## config.mk

```make
export PLATFORM = sky130hd
export DESIGN_NAME = snoop_bus_arbiter
export DESIGN_NICKNAME = d
export VERILOG_FILES = /design/src/rtl/snoop_bus_arbiter.sv
export SDC_FILE = /design/constraint.sdc
export NUM_CORES = 1
export LEC_CHECK = 0
export ABC_AREA = 1
export ABC_CLOCK_PERIOD_IN_PS = 4400
export CAP_MARGIN = 20
export CELL_PAD_IN_SITES_DETAIL_PLACEMENT = 1
export CELL_PAD_IN_SITES_GLOBAL_PLACEMENT = 1
export CORE_UTILIZATION = 35
export CTS_CLUSTER_SIZE = 10
export DETAILED_ROUTE_END_ITERATION = 6
export GPL_TIMING_DRIVEN = 0
export HOLD_SLACK_MARGIN = 0.05
export PLACE_DENSITY_LB_ADDON = 0.1
export REMOVE_ABC_BUFFERS = 1
export SLEW_MARGIN = 25
export SYNTH_ARGS = -nofsm -noshare
export SYNTH_HDL_FRONTEND = slang
export SYNTH_SLANG_ARGS = --single-unit
export TNS_END_PERCENT = 1
```

## constraint.sdc

```tcl
create_clock -name clock -period 4.4 [get_ports clock]
set_clock_uncertainty 0.05 [all_clocks]
set_input_delay 0.66 -clock clock [delete_from_list [all_inputs] [get_ports clock]]
set_output_delay 0.66 -clock clock [all_outputs]
set_load 0.05 [all_outputs]
```

## src/rtl/snoop_bus_arbiter.sv

```systemverilog
// Round-robin owner of a shared snooping bus. Each transaction issues the owner's
// instruction, broadcasts its snoop message, then drains captured write-backs to memory.
module snoop_bus_arbiter #(
  parameter int SNOOP_CYCLES = 2,
  parameter int WB_DEPTH     = 3
) (
  input  logic                  clock,
  input  logic                  reset,
  input  logic [WB_DEPTH-1:0]   req,
  input  logic [9*WB_DEPTH-1:0] instr_in,
  input  logic [2*WB_DEPTH-1:0] msg_in,
  input  logic [WB_DEPTH-1:0]   wb_req,
  input  logic [3*WB_DEPTH-1:0] wb_addr,
  input  logic [3*WB_DEPTH-1:0] wb_data,
  output logic [WB_DEPTH-1:0]   grant,
  output logic [8:0]            bus_instr,
  output logic                  bus_valid,
  output logic [1:0]            msg_out,
  output logic                  mem_we,
  output logic [2:0]            mem_addr,
  output logic [2:0]            mem_wdata,
  output logic                  done,
  output logic                  busy
);

  localparam int         ID_W     = 2;
  localparam logic [1:0] MSG_NONE = 2'b11;

  typedef enum logic [2:0] {IDLE, ISSUE, SNOOP, WB, DONE} state_t;

  state_t              state_q, state_d;
  logic [WB_DEPTH-1:0] grant_q, grant_d;
  logic [8:0]          bus_instr_q, bus_instr_d;
  logic                bus_valid_q, bus_valid_d;
  logic [1:0]          msg_out_q, msg_out_d;
  logic                done_q, done_d;
  logic [2:0]          cnt_q, cnt_d;
  logic [ID_W-1:0]     owner_q, owner_d;
  logic [ID_W-1:0]     last_owner_q, last_owner_d;
  logic [WB_DEPTH-1:0] pend_q, pend_d;
  logic [2:0]          slot_addr_q [WB_DEPTH];
  logic [2:0]          slot_addr_d [WB_DEPTH];
  logic [2:0]          slot_data_q [WB_DEPTH];
  logic [2:0]          slot_data_d [WB_DEPTH];

  logic [6:0]            instr_lo    [WB_DEPTH];
  logic [1:0]            msg_arr     [WB_DEPTH];
  logic [2:0]            wb_addr_arr [WB_DEPTH];
  logic [2:0]            wb_data_arr [WB_DEPTH];
  logic [2*WB_DEPTH-1:0] unused_instr_hi;

  // The owner id replaces each processor's own top two instruction bits on the bus.
  genvar gi;
  generate
    for (gi = 0; gi < WB_DEPTH; gi++) begin : g_unpack
      assign instr_lo[gi]                = instr_in[9*gi +: 7];
      assign unused_instr_hi[2*gi +: 2]  = instr_in[9*gi+7 +: 2];
      assign msg_arr[gi]                 = msg_in[2*gi +: 2];
      assign wb_addr_arr[gi]             = wb_addr[3*gi +: 3];
      assign wb_data_arr[gi]             = wb_data[3*gi +: 3];
    end
  endgenerate

  function automatic logic [ID_W-1:0] rr_index(input logic [ID_W-1:0] base, input int offset);
    int idx;
    idx = int'(base) + offset;
    if (idx >= WB_DEPTH) idx = idx - WB_DEPTH;
    return idx[ID_W-1:0];
  endfunction

  logic            win_found;
  logic [ID_W-1:0] win_id;

  always_comb begin
    win_found = 1'b0;
    win_id    = '0;
    for (int k = 1; k <= WB_DEPTH; k++) begin
      if (!win_found && req[rr_index(last_owner_q, k)]) begin
        win_found = 1'b1;
        win_id    = rr_index(last_owner_q, k);
      end
    end
  end

  logic            ret_any;
  logic [ID_W-1:0] ret_id;
  logic            capture_en;
  logic            retire_en;

  always_comb begin
    ret_any = 1'b0;
    ret_id  = '0;
    for (int k = 0; k < WB_DEPTH; k++) begin
      if (!ret_any && pend_q[k]) begin
        ret_any = 1'b1;
        ret_id  = ID_W'(k);
      end
    end
  end

  assign capture_en = (state_q == ISSUE) || (state_q == SNOOP) || (state_q == WB);
  assign retire_en  = (state_q == WB) && ret_any;

  // A fresh strobe on the slot being retired wins, so that write is not lost.
  always_comb begin
    pend_d = pend_q;
    for (int k = 0; k < WB_DEPTH; k++) begin
      slot_addr_d[k] = slot_addr_q[k];
      slot_data_d[k] = slot_data_q[k];
      if (retire_en && (ret_id == ID_W'(k))) pend_d[k] = 1'b0;
      if (capture_en && wb_req[k]) begin
        pend_d[k]      = 1'b1;
        slot_addr_d[k] = wb_addr_arr[k];
        slot_data_d[k] = wb_data_arr[k];
      end
    end
  end

  always_comb begin
    state_d      = state_q;
    grant_d      = grant_q;
    bus_instr_d  = bus_instr_q;
    bus_valid_d  = bus_valid_q;
    msg_out_d    = MSG_NONE;
    done_d       = 1'b0;
    cnt_d        = cnt_q;
    owner_d      = owner_q;
    last_owner_d = last_owner_q;
    case (state_q)
      IDLE: begin
        if (win_found) begin
          state_d     = ISSUE;
          owner_d     = win_id;
          grant_d     = WB_DEPTH'(1) << win_id;
          bus_instr_d = {win_id, instr_lo[win_id]};
          bus_valid_d = 1'b1;
        end
      end
      ISSUE: begin
        state_d   = SNOOP;
        cnt_d     = '0;
        msg_out_d = msg_arr[owner_q];
      end
      SNOOP: begin
        if (cnt_q == 3'(SNOOP_CYCLES - 1)) begin
          state_d = WB;
          cnt_d   = '0;
        end else begin
          cnt_d     = cnt_q + 3'd1;
          msg_out_d = msg_arr[owner_q];
        end
      end
      WB: begin
        if (pend_d == '0) begin
          state_d     = DONE;
          grant_d     = '0;
          bus_valid_d = 1'b0;
          done_d      = 1'b1;
        end
      end
      DONE: begin
        state_d      = IDLE;
        last_owner_d = owner_q;
      end
      default: state_d = IDLE;
    endcase
  end

  always_ff @(posedge clock) begin
    if (reset) begin
      state_q      <= IDLE;
      grant_q      <= '0;
      bus_instr_q  <= '0;
      bus_valid_q  <= 1'b0;
      msg_out_q    <= MSG_NONE;
      done_q       <= 1'b0;
      cnt_q        <= '0;
      owner_q      <= '0;
      last_owner_q <= ID_W'(WB_DEPTH - 1);
      pend_q       <= '0;
      for (int k = 0; k < WB_DEPTH; k++) begin
        slot_addr_q[k] <= '0;
        slot_data_q[k] <= '0;
      end
    end else begin
      state_q      <= state_d;
      grant_q      <= grant_d;
      bus_instr_q  <= bus_instr_d;
      bus_valid_q  <= bus_valid_d;
      msg_out_q    <= msg_out_d;
      done_q       <= done_d;
      cnt_q        <= cnt_d;
      owner_q      <= owner_d;
      last_owner_q <= last_owner_d;
      pend_q       <= pend_d;
      for (int k = 0; k < WB_DEPTH; k++) begin
        slot_addr_q[k] <= slot_addr_d[k];
        slot_data_q[k] <= slot_data_d[k];
      end
    end
  end

  assign grant     = grant_q;
  assign bus_instr = bus_instr_q;
  assign bus_valid = bus_valid_q;
  assign msg_out   = msg_out_q;
  assign done      = done_q;
  assign busy      = (state_q != IDLE);
  assign mem_we    = retire_en;
  assign mem_addr  = retire_en ? slot_addr_q[ret_id] : 3'd0;
  assign mem_wdata = retire_en ? slot_data_q[ret_id] : 3'd0;

endmodule

```

After elaboration in Yosys (flattened, before gate mapping)
Memories as Yosys holds them, arrays and structs flattened. Index checks and enable logic that the tools add are counted.

$add $sub $neg: 7. Multipliers: 0. Div/mod/pow operators: 0. Magnitude comparators: 8. Equal/unequal tests: 13. Shifts and indexed selects: 1. Mux-type cells: 64. Bitwise logic cells: 9. Reduce and logical (&&, ||, !) cells: 30.

Operator list (count): 2-to-1 mux 3 bit (20); 2-to-1 mux 1 bit (22); 2-to-1 mux 2 bit (10); binary-select mux 7 bit (select 2 bit) (1); 2-to-1 mux 7 bit (2); case mux 3 bit (2 select lines) (2); case mux 3 bit (4 select lines) (1); logical AND 1 bit (11); greater-or-equal comparator 3 x 2 -> 1 bit, second input constant (3); < comparator 2 x 3 -> 1 bit, second input constant (3); AND reduction 2 bit (4); adder 2 x 2 -> 3 bit, second input constant (2); binary-select mux 1 bit (select 2 bit) (3); equality test 3 x 1 -> 1 bit, second input constant (2); equality test 3 x 2 -> 1 bit, second input constant (2); greater-or-equal comparator 3 bit, second input constant (2); zero test 3 bit (2); inverter 2 -> 3 bit (2); bitwise OR 1 bit (6); AND reduction 3 bit (2); subtractor 2 bit, second input constant (3); binary-select mux 2 bit (select 2 bit) (1); zero test 1 bit (4); inequality test 2 x 1 -> 1 bit, second input constant (2); 16 further kinds (20).

Register bits after elaboration: 29. Bits in latches: 0. Memory bits (writable): 18. Memory bits (read-only): 0. Input bits: 59. Output and inout port bits: 24. Memories: 2.

Memory list: slot_addr_q (depth 3, bits a word 3, rd ports 1, clocked after Yosys merged registers in 0, write ports 3, line 41) `logic [2:0] slot_addr_q [WB_DEPTH];`; slot_data_q (depth 3, bits a word 3, rd ports 1, clocked after Yosys merged registers in 0, write ports 3, line 43) `logic [2:0] slot_data_q [WB_DEPTH];`.

Depth between registers and ports, before layout
Word-level depth: 16. Mapped depth: 17. Gate-level depth less buffers: 15.

Worst setup path after synthesis
No wires, ideal clock.

Path type: register to output. Start: register pend_q[1]. End: output mem_addr[0]. Arrival time: 1.784 ns. Required time: 3.690 ns. Slack: 1.906 ns. Stages on the path, launching flop included: 8. Cell sequence: dfxtp_1 -> buf_2 -> nor2_1 -> inv_1 -> nor2_1 -> clkbuf_1 -> a21oi_1 -> nor2_1.

Word-level cells in the longest chain between the ends: 7. Elaborated cells on any way between the ends: 10. Classes of those cells: mux: 5; reduce/logical: 4; memory: 1.

Ends and longest elaborated chain: start: declaration (line 40) `logic [WB_DEPTH-1:0] pend_q, pend_d;`; start signal: assignment (line 195) `pend_q <= pend_d;`; logical AND 1 bit (*) (line 94) `if (!ret_any && pend_q[k]) begin`; 2-to-1 mux 1 bit (line 94); zero test 1 bit (line 94); logical AND 1 bit (line 94); 2-to-1 mux 2 bit or 2-to-1 mux 1 bit (tied branches) (line 94); memory (3 x 3 bit) or logical AND 1 bit (tied branches); 2-to-1 mux 3 bit (*) (line 210) `assign mem_addr = retire_en ? slot_addr_q[ret_id] : 3'd0;`; end: declaration (line 20) `output logic [2:0] mem_addr,`.

Mark *: on every way between the ends. The rest lies on a longest branch, timed or not.

Final worst setup path
Start: register pend_q[1]. End: output mem_addr[2].

Same word-level chain as after synthesis.

==> results.cfg <==
[cts]
clock_path_buffers = 2
cts.repair.resized = 0
root_buffer = clkbuf_8
cts_setup_buffers = 0
cts_buffers = 5
cts_sinks = 45
cts_hold_buffers = 0
insertion_delay_ns = 0.30
ctsHtreeMaxLevel = 2
clkTransAtPathRegs_ns = 0.09
tritoncts = built

[yosys]
syn_area_mm2 = 0.00253
synth_common_cells = nor2_1 (63), nand2_1 (60), inv_1 (46)
synth.avg_cell_area_um2 = 7.43
yosysWarnings = 0
async_reset_ff_share_pct = 0
syn_inst = 340
synth-seq-area-share_pct = 42.8
yosys.area.top_type = dfxtp_1
synth_cell_types = 31
synth_edf_count = 18
synth.area.top_cells = dfxtp_1 (21%), edfxtp_1 (21%), nor2_1 (9.4%), nand2_1 (8.9%), nand3_1 (7.7%)
synthFlopType = dfxtp_1
yosysMostFrequentCell = nor2_1
ys_ff_latch = 45
synth_top_area_share_pct = 21.4

[setup_path]
worstPathMaxFanout = 12
crit_family = buffers and inverters
cp_common_cell = nor2_1
path_cells = nor2_1, inv_1, nor2_1, a21oi_1, nor2_1, clkdlybuf4s50_1
required_ns = 3.69
crit_slowest_cell = clkdlybuf4s50_1
arrival_ns = 2.61
worstSetupStartpointType = register
end_kind = output port
max_stage_delay_ns = 0.80
critical_path_class = reg -> out
critPathBufInv = 2

[job]
maxCapViolCount = 0

[drt]
dr.pass1.iters = 4
final_antenna_net_count = 0
vias = 2368
drcViolationCount = 0
routed_wl_um = 6570
drt_iter0_markers = 69
avgRoutedWirePerCell_um = 12.8
viasPerCell = 4.63

[sta]
slew_headroom_pct = 38.9
setup_viol = 0
post-route-min-period_ns = 3.32
hold_viol_final = 0
worstMarginPinSlew_ns = 0.913
tns_ns = 0
drv_slew = 0
fmax_mhz = 301
min_period_over_period_pct = 75.5
hold_slack_ns = 0.423
rsz0062_at_grt = no

[global_routing]
antenna_found_initial = 0
grtUsageTotal_pct = 18.4
grt_max_degree = 24
grt_pass1_wl_um = 11000
grt_pass1_vias = 2370
gr-total-overflow = 0

[placed_design]
routabilityCongestion = 0.755
dp_hpwl_um = 5040
io_buffers = 76

[cells_and_area]
drive_gt1_share_pct = 9.86
nets = 477
fillers = 875
syn_to_final_growth_pct = 36.4
antenna_cells = 0
final-seq-area_mm2 = 0.00108
multiInputGateArea_mm2 = 0.00118

[min_path]
hold_class = reg -> reg

[floorplan]
core_area_mm2 = 0.00687
rows = 30
ioPinCount = 83
die_h_um = 87.0
start_util_pct = 36.8
dieArea_mm2 = 0.00756
fp.dieW_um = 87.0

[power]
max-vdd-ir-drop_uv = 252
p_per_area_mw_per_mm2 = 544
p_leak_uw = 0.00154

[outcome]
outcome = finished clean
-- cells by family after synthesis --
group           share of synthesized area, %
compound gates                          9.21
xor+xnor                               0.347
fa+ha+maj                               1.49
buf+inv                                 10.3
flops                                   42.8
simple gates                            35.8
-- stage by stage --
stage	setup WS [ns]	util (%)	cells	total power (uW)	instance area (um2)
final	1.08	50.2	512	1880	3450
after global routing	0.819	50.2	512	2010	3450
after CTS	1.03	50.2	512	1900	3450
after detailed placement	0.949	48.9	504	1620	3360
after global placement	1.06	48.9	504	1610	3360
after floorplan	1.94	-	332	1310	2480
-- power breakdown --
group	switching (uW)	total, uW	internal (uW)
combinational	648	971	323
sequential	64.4	636	571
clock	156	269	113
-- flip-flops by register name (all words and copies together), names as in the netlist --
name          flops
bus_instr         9
slot_addr_q       9
slot_data_q       9
cnt_q             3
grant             3
pend_q            3
state_q           3
last_owner_q      2
msg_out           2
bus_valid         1
done              1
-- routing by layer --
layer	vias to the layer above	track usage [%]	share of wire (%)
met5	-	0	0
met4	0	4.09	0.91
met3	6	3.79	3.7
met2	46	32.4	48
met1	1091	23.1	47
li1	1225	-	-
-- final timing paths --
path	start	end	slack, ns	cells after the start
max	pend_q[1]$_SDFF_PP0_	mem_addr[2]	1.08	6
min reg2reg	bus_valid$_SDFFE_PP0P_	bus_valid$_SDFFE_PP0P_	0.42	2
min	bus_valid$_SDFFE_PP0P_	bus_valid$_SDFFE_PP0P_	0.42	2
max reg2reg	last_owner_q[0]$_SDFFE_PP0N_	bus_instr[1]$_SDFFE_PP0P_	1.81	13
-- final cells by class --
cell class | instances | area share (%)
sequential | 45 | 31.3
multi-input combinational | 232 | 34.4
tap | 96 | 3.48
clock inverter | 3 | 0.617
timing repair buffer | 76 | 22.1
clock buffer | 5 | 2.00
inverter | 55 | 6.13
-- tightest hold or removal path, delay by kind of cell, from the launching register on --
family	cells	cell delay (ns)
compound gates	1	0.05
flops	1	0.32
simple gates	1	0.06
-- cells in the final DEF, fill, tap and decap left out, types with 2 or more instances in the layout --
| master | instances |
|---|---|
| nor2_4 | 3 |
| dfxtp_1 | 27 |
| ha_1 | 3 |
| o21ai_0 | 6 |
| nand3_1 | 39 |
| nand2_2 | 5 |
| nor2_1 | 63 |
| a21oi_1 | 26 |
| inv_2 | 5 |
| o21bai_1 | 2 |
| nand3_2 | 5 |
| a21oi_2 | 4 |
| inv_1 | 46 |
| edfxtp_1 | 18 |
| nand4_1 | 2 |
| nand2_1 | 60 |
| clkbuf_8 | 5 |
| inv_4 | 2 |
| clkdlybuf4s50_1 | 76 |
| nand2_4 | 6 |
| clkinv_1 | 2 |
No activity file was read; power rests on OpenSTA's default activity.
